<file path="src/rtl/logic_unit_pkg.sv">
// Shared definitions for the execute-stage logic unit.
// Op codes are also used by the ALU decoder.
package logic_unit_pkg;

    localparam int OP_W = 3;

    localparam logic [OP_W-1:0] OP_AND  = 3'd0;
    localparam logic [OP_W-1:0] OP_NAND = 3'd1;
    localparam logic [OP_W-1:0] OP_OR   = 3'd2;
    localparam logic [OP_W-1:0] OP_NOR  = 3'd3;
    localparam logic [OP_W-1:0] OP_XOR  = 3'd4;
    localparam logic [OP_W-1:0] OP_XNOR = 3'd5;
    localparam logic [OP_W-1:0] OP_ANDN = 3'd6;
    localparam logic [OP_W-1:0] OP_ORN  = 3'd7;

endpackage

</file>
<file path="src/rtl/logic_unit_stage.sv">
// One {valid, data} pipeline slot with valid/ready handshake.
// An empty slot accepts even when downstream is stalled.
module logic_unit_stage
    import logic_unit_pkg::*;
#(
    parameter int W = 33
) (
    input  logic         clk_i,
    input  logic         rst_i,
    input  logic         flush_i,
    input  logic         valid_i,
    input  logic [W-1:0] data_i,
    output logic         ready_o,
    output logic         valid_o,
    output logic [W-1:0] data_o,
    input  logic         ready_i
);

    logic         valid_q, valid_d;
    logic [W-1:0] data_q, data_d;
    logic         load;

    assign ready_o = !valid_q || ready_i;
    assign load    = valid_i && ready_o && !flush_i;

    // Next state: flush kills, a new entry loads, a pop empties the slot.
    always_comb begin
        valid_d = valid_q;
        data_d  = data_q;
        if (flush_i) begin
            valid_d = 1'b0;
        end else if (load) begin
            valid_d = 1'b1;
            data_d  = data_i;
        end else if (ready_i) begin
            valid_d = 1'b0;
        end
    end

    // Slot registers; data only changes on a fresh entry.
    always_ff @(posedge clk_i or posedge rst_i) begin
        if (rst_i) begin
            valid_q <= 1'b0;
            data_q  <= '0;
        end else begin
            valid_q <= valid_d;
            data_q  <= data_d;
        end
    end

    assign valid_o = valid_q;
    assign data_o  = data_q;

endmodule

</file>
<file path="src/rtl/pipelined_logic_unit.sv">
// Pipelined WIDTH-bit logic unit with zero flag and back-pressure.
// carryout/overflow are tied low so the ALU result mux stays uniform.
module pipelined_logic_unit
    import logic_unit_pkg::*;
#(
    parameter int WIDTH  = 32,
    parameter int STAGES = 2
) (
    input  logic             clk,
    input  logic             reset,
    input  logic             flush,
    input  logic             in_valid,
    output logic             in_ready,
    input  logic [WIDTH-1:0] a,
    input  logic [WIDTH-1:0] b,
    input  logic [OP_W-1:0]  op,
    output logic             out_valid,
    input  logic             out_ready,
    output logic [WIDTH-1:0] result,
    output logic             zero,
    output logic             carryout,
    output logic             overflow
);

    localparam int DW = WIDTH + 1;

    function automatic logic [WIDTH-1:0] logic_op(
        input logic [OP_W-1:0]  o,
        input logic [WIDTH-1:0] x,
        input logic [WIDTH-1:0] y
    );
        logic [WIDTH-1:0] r;
        case (o)
            OP_AND:  r = x & y;
            OP_NAND: r = ~(x & y);
            OP_OR:   r = x | y;
            OP_NOR:  r = ~(x | y);
            OP_XOR:  r = x ^ y;
            OP_XNOR: r = ~(x ^ y);
            OP_ANDN: r = x & ~y;
            OP_ORN:  r = x | ~y;
            default: r = '0;
        endcase
        return r;
    endfunction

    logic [WIDTH-1:0] res_c;
    logic [DW-1:0]    entry;

    assign res_c = logic_op(op, a, b);
    assign entry = {(res_c == '0), res_c};

    for (genvar k = 0; k < STAGES; k++) begin : g_stg
        logic          vin, vout, rdy_up, rdy_dn;
        logic [DW-1:0] din, dout;

        if (k == 0) begin : g_head
            assign vin = in_valid;
            assign din = entry;
        end else begin : g_link
            assign vin = g_stg[k-1].vout;
            assign din = g_stg[k-1].dout;
        end

        if (k == STAGES - 1) begin : g_tail
            assign rdy_dn = out_ready;
        end else begin : g_mid
            assign rdy_dn = g_stg[k+1].rdy_up;
        end

        logic_unit_stage #(
            .W(DW)
        ) u_stage (
            .clk_i  (clk),
            .rst_i  (reset),
            .flush_i(flush),
            .valid_i(vin),
            .data_i (din),
            .ready_o(rdy_up),
            .valid_o(vout),
            .data_o (dout),
            .ready_i(rdy_dn)
        );
    end

    assign in_ready  = g_stg[0].rdy_up;
    assign out_valid = g_stg[STAGES-1].vout;
    assign result    = g_stg[STAGES-1].dout[WIDTH-1:0];
    assign zero      = g_stg[STAGES-1].dout[WIDTH];
    assign carryout  = 1'b0;
    assign overflow  = 1'b0;

endmodule

</file>
<file path="config.mk">
export PLATFORM = sky130hd
export DESIGN_NAME = pipelined_logic_unit
export DESIGN_NICKNAME = d
export VERILOG_FILES = /design/src/rtl/logic_unit_pkg.sv /design/src/rtl/logic_unit_stage.sv /design/src/rtl/pipelined_logic_unit.sv
export SDC_FILE = /design/constraint.sdc
export NUM_CORES = 1
export LEC_CHECK = 0
export ABC_AREA = 1
export BUFFER_PORTS_ARGS = -buffer_cell sky130_fd_sc_hd__buf_2
export CAP_MARGIN = 20
export CORE_MARGIN = 1
export CORE_UTILIZATION = 53
export CTS_CLUSTER_DIAMETER = 30
export DETAILED_ROUTE_END_ITERATION = 8
export GPL_ROUTABILITY_DRIVEN = 1
export PLACE_DENSITY = 0.77
export REMOVE_ABC_BUFFERS = 1
export SLEW_MARGIN = 5
export SYNTH_ARGS = -nofsm -noshare
export SYNTH_HDL_FRONTEND = slang
export SYNTH_SLANG_ARGS = --single-unit
</file>
<file path="constraint.sdc">
create_clock -name clk -period 1.7 [get_ports clk]
set_input_delay 0.085 -clock clk [delete_from_list [all_inputs] [get_ports clk]]
set_output_delay 0.085 -clock clk [all_outputs]
set_load 0.03 [all_outputs]
</file>
==> flow_metrics.py, run 1 <==
metrics = {
    "yosys": {
        "ys_warn_count": 0,
        "synth_top_area_share_pct": 25.2,
        "synth.most_common_cell": "nand2_1",
        "yosysTopAreaCell": "dfrtp_1",
        "async_reset_ff_share_pct": 100,
        "netlist_top_cells_area": "dfrtp_1 (25%), ha_1 (24%), nand2_1 (10%)",
        "syn_avg_cell_area_sq_um": 7.22,
        "synth_ff_type": "dfrtp_1",
        "ys_types": 28,
        "synth_edf_count": 0,
        "yosys-top-cells-count": "nand2_1 (184), ha_1 (128), inv_1 (122)",
        "netlist_area_sq_mm": 0.00676,
        "ys_ff_latch": 68,
        "syn_inst": 937,
        "yosysSeqAreaShare_pct": 25.2,
    },
    "worst_setup_path": {
        "path_class": "input port to flop",
        "cp_slowest_cell": "buf_4",
        "crit_arrival_ns": 1.67,
        "cp_max_fo": 25,
        "worstSetupEndpointType": "flop",
        "startpoint_type": "input port",
        "crit_path_cell_trace": "buf_2, inv_2, buf_4, o21ai_0, nand2_1, nor2_1, nand2_1, nand2_1, nand2_1, nor2_1, nand3_1, nor2_1, nand2_1, nand2_1",
        "max_stage_delay_ns": 0.22,
        "path_buf_inv": 3,
        "path_delay_family": "simple AND/OR/NAND/NOR gates",
        "cpMostUsedCell": "nand2_1",
        "cp.required_ns": 1.96,
    },
    "timing": {
        "setup_violations": 0,
        "finClkSkew_ns": 0.00491,
        "max_freq_mhz": 713,
        "period_share_pct": 82.5,
        "holdWs_ns": 0.0628,
        "period_minus_slack_ns": 1.40,
        "finalSetupTns_ns": 0,
        "hold_viol": 0,
        "grt_setup_unrepaired": "no",
        "drv_slew": 0,
    },
    "clock_tree": {
        "htree_levels": 3,
        "path_clk_slew_ns": 0.05,
        "cts_buffers": 9,
        "clock_latency_ns": 0.33,
        "cts.sinks": 68,
        "cts_tree": "done",
        "root_buffer": "clkbuf_16",
        "clockBufferDepth": 2,
    },
    "power": {
        "power.density_mw_per_mm2": 791,
        "ir_worst_vdd_uv": 533,
        "leakagePower_uw": 0.00459,
    },
    "placement": {
        "dpl.hpwl_um": 12600,
        "gp_congestion": 0.877,
        "io_buffers": 106,
    },
    "die": {
        "initial_utilization_pct": 55.4,
        "die_h_um": 115,
        "rows": 40,
        "die-area_sq_mm": 0.0132,
        "io_pins": 109,
        "core_area_sq_mm": 0.0122,
        "die_w_um": 115,
    },
    "finish": {
        "area_growth_pct": 20.2,
        "antennaDiodeCount": 0,
        "final_nets": 1262,
        "drive_gt1_share_pct": 21.7,
    },
    "run_status": {
        "outcome": "completed",
    },
    "grt": {
        "grt_pass1_wl_um": 27500,
        "grt_pass1_vias": 5850,
        "grt_max_degree": 40,
        "antenna_found_initial": 0,
        "gr-total-overflow": 0,
        "track_usage_pct": 26.3,
    },
    "detailed_routing": {
        "drt_first_iter_violations": 426,
        "routed_wl_um": 16500,
        "routedWlPerCell_um": 13.4,
        "ant_nets": 0,
        "vias_per_cell": 5.12,
        "dr.pass1.iters": 5,
        "drc_errors": 0,
        "vias": 6318,
    },
    "job": {
        "maxCapViolCount": 0,
    },
    "hold_path": {
        "min-delay-path-class": "input port to flop",
    },
}
-- state kept, by name (all words and copies together), names as in the netlist --
register / count
g_stg.u_stage.data_o: 66
g_stg.u_stage.valid_o: 2
-- report_power, final --
| part | leakage (uW) | internal, uW | total, uW | switching, uW |
|---|---|---|---|---|
| Sequential | 0.000861 | 1990 | 2170 | 179 |
| Combinational | 0.00356 | 810 | 2230 | 1420 |
| Clock | 0.000169 | 1400 | 2030 | 633 |
| Total | 0.00459 | 4190 | 6430 | 2230 |
-- final timing paths --
kind / start / end / slack [ns] / cells past startpoint
setup / recovery: op[2] / g_stg[0].u_stage.data_o[32]$_DFFE_PP0P_ / 0.30 / 14
hold / removal: out_ready / g_stg[1].u_stage.valid_o$_DFFE_PP0P_ / 0.06 / 4
setup reg to reg: g_stg[1].u_stage.valid_o$_DFFE_PP0P_ / g_stg[1].u_stage.data_o[7]$_DFFE_PP0P_ / 0.30 / 6
hold reg to reg: g_stg[0].u_stage.data_o[25]$_DFFE_PP0P_ / g_stg[0].u_stage.data_o[25]$_DFFE_PP0P_ / 0.48 / 2
max in group asynchronous: reset / g_stg[0].u_stage.data_o[29]$_DFFE_PP0P_ / 0.84 / 4
min in group asynchronous: reset / g_stg[0].u_stage.data_o[17]$_DFFE_PP0P_ / 0.31 / 3
-- area by class of cell --
class	instances	area (sq um)
Multi-Input combinational cell	694	4360
Fill cell	1122	4090
Sequential cell	68	1700
Timing Repair Buffer	163	1040
Inverter	126	475
Clock buffer	12	267
Tap cell	168	210
Clock inverter	4	70.1
-- per-layer routing --
metal,part of all wire [%],GRT usage [%],vias up
met5,0,0,-
met1,47,35.7,2869
li1,-,-,3234
met2,47,43.9,195
met4,1.3,8.74,0
met3,4.9,2.37,20
-- per-stage QoR --
| stage | cell area [sq um] | std cells | worst slack, ns | power, uW | utilization [%] |
|---|---|---|---|---|---|
| after floorplan | 6530 | 888 | -1.09 | 3540 | - |
| after global placement | 7770 | 1217 | -0.00371 | 4360 | 63.6 |
| after detailed placement | 7770 | 1217 | -0.0245 | 4410 | 63.6 |
| after CTS | 8130 | 1235 | 0.288 | 6460 | 66.5 |
| after global routing | 8130 | 1235 | 0.0921 | 6800 | 66.5 |
| final | 8130 | 1235 | 0.298 | 6430 | 66.5 |
-- worst register-to-register path, cell delays in order (launching register included) --
cell and delay, ns:
dfrtp_1 0.33, inv_1 0.04, nor2_1 0.11, inv_1 0.09, nand3_1 0.12, buf_12 0.23
mux2_2 0.37
-- cell families (layout without fill, tap and decap cells) --
| group | Yosys count | in the layout | share of synthesized area (%) |
|---|---|---|---|
| AND/OR/NAND/NOR | 420 | 420 | 27.2 |
| buffers and inverters | 176 | 305 | 10.5 |
| adder cells (fa/ha/maj) | 128 | 128 | 23.7 |
| AO/OA/AOI/OAI | 114 | 114 | 8.48 |
| flip-flops | 68 | 68 | 25.2 |
| multiplexers | 30 | 30 | 4.94 |
| other | 1 | 2 | 0.0555 |
-- placed cells by master (no fill, tap or decap), drive strengths merged --
master         n
nand2        184
bufinv         2
nand3b         1
o31ai          1
or2           26
nor2         100
a21oi         19
inv          125
dlygate4sd3    2
nor3           8
buf          161
mux2i          3
nand4         39
clkbuf        12
o21ai         94
nand3         62
dfrtp         68
conb           2
mux2          27
ha           128
clkinv         3
-- timing repair --
action | 4_1_cts | 5_1_grt
gates resized for setup | 0 | 0
setup buffers | 0 | 0
hold buffers | 2 | 0
hold endpoints to repair | 20 | 0
(Power assumes the default switching activity.)
==> run 2: changes to the inputs <==
==> constraint.sdc (replaced) <==
create_clock -name clk -period 1.2 [get_ports clk]
set_input_delay 0.06 -clock clk [delete_from_list [all_inputs] [get_ports clk]]
set_output_delay 0.06 -clock clk [all_outputs]
set_load 0.03 [all_outputs]
==> flow_metrics.py, run 2 (synthesis results as in run 1) <==
metrics = {
    "timing": {
        "drv_slew": 0,
        "finClkSkew_ns": 0.00515,
        "period_minus_slack_ns": 1.40,
        "period_share_pct": 116,
        "final.setup.worst_slack_ns": -0.196,
        "grt_setup_unrepaired": "yes",
        "hold_viol": 0,
        "max_freq_mhz": 716,
        "setup_violations": 65,
    },
    "power": {
        "leakagePower_uw": 0.00543,
        "clock_power_share_pct": 27.2,
        "power_frac_comb_pct": 40.8,
        "p_seq_share_pct": 32.0,
        "switching_power_uw": 3810,
        "internal-power_uw": 6230,
        "switching_share_pct": 38.0,
        "ir_worst_vdd_uv": 623,
        "power.density_mw_per_mm2": 1040,
    },
    "clock_tree": {
        "clock_latency_ns": 0.33,
        "clockBufferDepth": 2,
        "root_buffer": "clkbuf_16",
        "cts.sinks": 68,
        "path_clk_slew_ns": 0.06,
        "cts_buffers": 9,
        "htree_levels": 3,
        "cts_tree": "done",
    },
    "finish": {
        "final_common_cell": "nand2_1",
        "largest_reg_flops": 66,
        "area_growth_pct": 42.4,
        "final_nets": 1371,
        "final_cell_area_sq_mm": 0.00963,
        "antennaDiodeCount": 0,
        "drive_gt1_share_pct": 35.3,
        "fill_cells": 871,
        "final_cell_mix": "nand2_1 (146), buf_4 (132), ha_1 (128), inv_1 (119), buf_2 (102)",
    },
    "placement": {
        "placed_cell_area_sq_mm": 0.00852,
        "dp_slack_ns": -0.419,
        "dpl.hpwl_um": 13400,
        "gp_congestion": 0.892,
        "io_buffers": 106,
    },
    "detailed_routing": {
        "route.met3.wl_um": 1320,
        "ant_nets": 0,
        "met2WireLength_um": 10500,
        "drc_errors": 0,
        "routed_wl_um": 21100,
        "drt_first_iter_violations": 610,
        "vias": 7127,
        "routed.top_layer": "met4",
        "dr.pass1.iters": 5,
        "vias_per_cell": 5.30,
        "routedWlPerCell_um": 15.7,
        "met1_length_um": 8590,
    },
    "worst_setup_path": {
        "crit_path_cell_trace": "inv_2, nor2_4, inv_2, nand3_4, clkbuf_16, mux2_2",
        "cp.required_ns": 1.42,
        "startpoint_type": "flop",
        "path_buf_inv": 3,
        "path_class": "flop to flop",
        "path_delay_family": "flip-flops",
        "cp_max_fo": 8,
        "worstSetupEndpointType": "flop",
        "crit_arrival_ns": 1.61,
        "cp_slowest_cell": "dfrtp_1",
        "max_stage_delay_ns": 0.35,
        "cpMostUsedCell": "inv_2",
    },
    "job": {
        "maxCapViolCount": 0,
    },
    "die": {
        "die_w_um": 115,
        "core_area_sq_mm": 0.0122,
        "io_pins": 109,
        "initial_utilization_pct": 55.4,
        "die_h_um": 115,
        "rows": 40,
        "die-area_sq_mm": 0.0132,
    },
    "grt": {
        "gr-total-overflow": 0,
        "grt_pass1_vias": 6741,
        "grt_pass1_wl_um": 31200,
        "grt_max_degree": 27,
        "antenna_found_initial": 0,
        "track_usage_pct": 30.0,
    },
    "run_status": {
        "violations": "negative setup slack",
        "outcome": "finished, violations left",
    },
    "hold_path": {
        "min-delay-path-class": "input port to flop",
    },
}
## run 2: cell count changes in the layout (fill, tap and decap cells not counted), moves of 12 or more
cell / change
nand2_4: +18
mux2_4: +12
o21ai_1: +16
o21ai_0: -38
nand2_1: -38
buf_4: +83
mux2_2: -12
o21ai_2: +22
nand2_2: +20
## run 2: power by group through the flow
stage	combinational [uW]	sequential [uW]	clock, uW
4_1_cts	3730	3110	2690
3_5_place_dp	3410	3110	0
2_1_floorplan	1290	3730	0
6_report	4100	3210	2730
3_3_place_gp	3330	3090	0
5_1_grt	4420	3260	2820
## run 2: layer usage
layer / GRT usage [%] / vias up
li1: - / 3461
met1: 37.8 / 3285
met2: 52.7 / 317
met3: 3.00 / 64
met4: 12.6 / 0
met5: 0 / -
## run 2: layout make-up
| class | count | area [sq um] | share of cell area (%) |
|---|---|---|---|
| clock buffers | 12 | 256 | 2.66 |
| clock inverters | 4 | 47.5 | 0.494 |
| inverters | 126 | 488 | 5.07 |
| multi-input cells | 694 | 4770 | 49.5 |
| flip-flops and latches | 68 | 1700 | 17.7 |
| well taps | 168 | 210 | 2.18 |
| repair buffers | 271 | 2150 | 22.3 |
| repair inverters | 1 | 8.76 | 0.0909 |
## run 2: metrics by stage
stage               cells  TNS (ns)  utilization, %  power [uW]  hold slack, ns
finish               1344     -7.43            78.9       10000           0.264
global route         1344     -9.45            78.9       10500           0.284
CTS                  1340     -5.50            76.4        9530           0.212
detailed placement   1310    -11.78            69.8        6520          0.0836
global placement     1310    -10.54            69.8        6420          0.0763
floorplan             888   -112.19               -        5020           0.123
## run 2: path summary, 6_finish.rpt
check,start,to,slack [ns],depth (start not counted)
worst max-delay path,g_stg[1].u_stage.valid_o$_DFFE_PP0P_,g_stg[1].u_stage.data_o[23]$_DFFE_PP0P_,-0.20,6
worst min-delay path,out_ready,g_stg[0].u_stage.valid_o$_DFFE_PP0P_,0.26,6
worst max register to register,g_stg[1].u_stage.valid_o$_DFFE_PP0P_,g_stg[1].u_stage.data_o[23]$_DFFE_PP0P_,-0.20,6
worst min register to register,g_stg[1].u_stage.data_o[2]$_DFFE_PP0P_,g_stg[1].u_stage.data_o[2]$_DFFE_PP0P_,0.49,2
max in group asynchronous,reset,g_stg[1].u_stage.data_o[24]$_DFFE_PP0P_,0.36,4
min in group asynchronous,reset,g_stg[0].u_stage.data_o[5]$_DFFE_PP0P_,0.32,3
## run 2: repair_timing
action                                  CTS  global route
hold buffers                              2             0
gates cloned                              5             4
resized for setup                       110            72
pin swaps                                11            13
endpoints found under the setup margin   58            68
buffers inserted                          7             2
hold endpoints to repair                 16             0
## run 2: worst register-to-register path: cells and delay by family (launching register included)
kind | cells | cell delay (ns)
buffers and inverters | 3 | 0.33
DFF | 1 | 0.35
muxes | 1 | 0.35
and+or+nand+nor | 2 | 0.26
==> run 3: changes to the inputs <==
--- a/config.mk
+++ b/config.mk
@@ -14,7 +14,6 @@
 export DETAILED_ROUTE_END_ITERATION = 8
 export GPL_ROUTABILITY_DRIVEN = 1
 export PLACE_DENSITY = 0.77
-export REMOVE_ABC_BUFFERS = 1
 export SLEW_MARGIN = 5
 export SYNTH_ARGS = -nofsm -noshare
 export SYNTH_HDL_FRONTEND = slang
==> flow_metrics.py, run 3 (synthesis results as in run 1) <==
metrics = {
    "worst_setup_path": {
        "cp.required_ns": 1.40,
        "ff2ff_path_depth": 6,
        "cpMostUsedCell": "inv_2",
        "cp_max_fo": 21,
        "worstSetupEndpointType": "flop",
        "r2r-start": "g_stg[1].u_stage.valid_o$_DFFE_PP0P_",
        "path_class": "flop to flop",
        "cp_slowest_cell": "dfrtp_2",
        "crit_path_start": "g_stg[1].u_stage.valid_o$_DFFE_PP0P_",
        "startpoint_type": "flop",
        "crit_path_cell_trace": "inv_2, nor2_4, inv_2, nand3_4, buf_12, mux2_4",
        "crit_arrival_ns": 1.48,
        "max_stage_delay_ns": 0.36,
    },
    "job": {
        "maxCapViolCount": 0,
    },
    "detailed_routing": {
        "ant_nets": 0,
        "vias": 6972,
        "drc_errors": 0,
        "drt_first_iter_violations": 544,
        "dr.pass1.iters": 6,
        "vias_per_cell": 5.20,
        "routed_wl_um": 18700,
        "routedWlPerCell_um": 13.9,
    },
    "grt": {
        "grt_pass1_vias": 6476,
        "grt_max_degree": 69,
        "gr-total-overflow": 0,
        "track_usage_pct": 28.6,
        "antenna_found_initial": 0,
        "grt_pass1_wl_um": 29900,
    },
    "finish": {
        "final_common_cell": "nand2_1",
        "area_growth_pct": 37.9,
        "antennaDiodeCount": 0,
        "final_cell_mix": "nand2_1 (177), buf_4 (136), ha_1 (127), inv_1 (115), buf_2 (102)",
        "largest_reg_flops": 66,
        "fill_cells": 928,
        "drive_gt1_share_pct": 31.6,
        "post-route-util_pct": 76.3,
        "final_cell_area_sq_mm": 0.00932,
        "final_nets": 1369,
    },
    "timing": {
        "holdWs_ns": 0.155,
        "period_share_pct": 107,
        "grt_setup_unrepaired": "yes",
        "finClkSkew_ns": 0.00772,
        "setup_violations": 59,
        "period_minus_slack_ns": 1.28,
        "hold_viol": 0,
        "max_freq_mhz": 780,
        "drv_slew": 0,
        "final.setup.worst_slack_ns": -0.0825,
    },
    "power": {
        "total_power_uw": 9460,
        "leakagePower_uw": 0.00528,
        "switching_power_uw": 3350,
        "power.density_mw_per_mm2": 1010,
        "internal-power_uw": 6110,
        "switching_share_pct": 35.4,
        "clock_power_share_pct": 26.2,
        "power_frac_comb_pct": 40.8,
        "p_seq_share_pct": 33.0,
        "ir_worst_vdd_uv": 739,
    },
    "clock_tree": {
        "htree_levels": 3,
        "clockBufferDepth": 2,
        "clock_latency_ns": 0.32,
        "cts_tree": "done",
        "cts_buffers": 9,
        "root_buffer": "clkbuf_16",
        "cts.sinks": 68,
        "path_clk_slew_ns": 0.05,
    },
    "die": {
        "io_pins": 109,
        "initial_utilization_pct": 55.4,
        "rows": 40,
        "die_h_um": 115,
        "die-area_sq_mm": 0.0132,
        "core_area_sq_mm": 0.0122,
        "die_w_um": 115,
    },
    "run_status": {
        "violations": "negative setup slack",
        "outcome": "finished, violations left",
    },
    "placement": {
        "placed_cell_area_sq_mm": 0.00866,
        "dpl.hpwl_um": 13500,
        "io_buffers": 106,
        "gp_congestion": 0.913,
    },
    "hold_path": {
        "hold-path-cell-count": 3,
        "min-delay-path-class": "input port to flop",
        "hp-start": "in_valid",
    },
}
==> run 3: worst paths after layout <==
check | end | slack, ns
max | g_stg[1].u_stage.data_o[5]$_DFFE_PP0P_ | -0.08
min | g_stg[0].u_stage.valid_o$_DFFE_PP0P_ | 0.15
max reg2reg | g_stg[1].u_stage.data_o[5]$_DFFE_PP0P_ | -0.08
min reg2reg | g_stg[1].u_stage.data_o[2]$_DFFE_PP0P_ | 0.48
max in group asynchronous | g_stg[1].u_stage.valid_o$_DFFE_PP0P_ | 0.53
min in group asynchronous | g_stg[1].u_stage.data_o[9]$_DFFE_PP0P_ | 0.38
==> run 3: layer usage <==
metal / global-route usage (%) / wire, um / part of all wire, % / vias to the layer above
met4: 11.9 / 511 / 2.7 / 0
li1: - / - / - / 3455
met3: 3.11 / 1230 / 6.6 / 51
met1: 38.1 / 8280 / 44 / 3182
met2: 47.2 / 8670 / 46 / 284
met5: 0 / 0 / 0 / -
==> run 3: metrics by stage <==
step                      TNS (ns)  setup slack (ns)  cells
after floorplan             -11.34            -0.275    938
after global placement       -8.26            -0.434   1314
after detailed placement     -9.52            -0.469   1314
after CTS                    -2.83           -0.0929   1332
after global routing         -6.87            -0.217   1342
final                        -2.15           -0.0825   1342
==> run 3: critical path, delay by kind of cell (launching register included) <==
kind                   cells  cell delay, ns
muxes                      1            0.33
buffers and inverters      3            0.30
DFF                        1            0.36
and+or+nand+nor            2            0.16
==> run 3: what timing repair did <==
item / 4_1_cts / 5_1_grt
pin swaps: 1 / 19
buffers inserted: 0 / 8
hold buffers: 2 / 0
hold endpoints to repair: 70 / 0
gates resized for setup: 12 / 69
cloned: 0 / 3
setup endpoints to repair: 63 / 67
==> run 3: layout make-up <==
cell class / instances / area, sq um / share of cell area [%]
clock buffers: 15 / 288 / 3.09
inverters: 126 / 487 / 5.22
flip-flops and latches: 68 / 1700 / 18.3
well taps: 168 / 210 / 2.26
multi-input cells: 694 / 4600 / 49.3
clock inverters: 1 / 5.00 / 0.0537
repair buffers: 270 / 2030 / 21.8
==> run 3: power by group through the flow <==
| stage | clock network (uW) | logic (uW) | registers [uW] |
|---|---|---|---|
| after floorplan | 0 | 1590 | 3750 |
| after global placement | 0 | 3560 | 3130 |
| after detailed placement | 0 | 3640 | 3150 |
| after CTS | 2520 | 3700 | 3130 |
| after global routing | 2610 | 4210 | 3190 |
| final | 2480 | 3860 | 3130 |
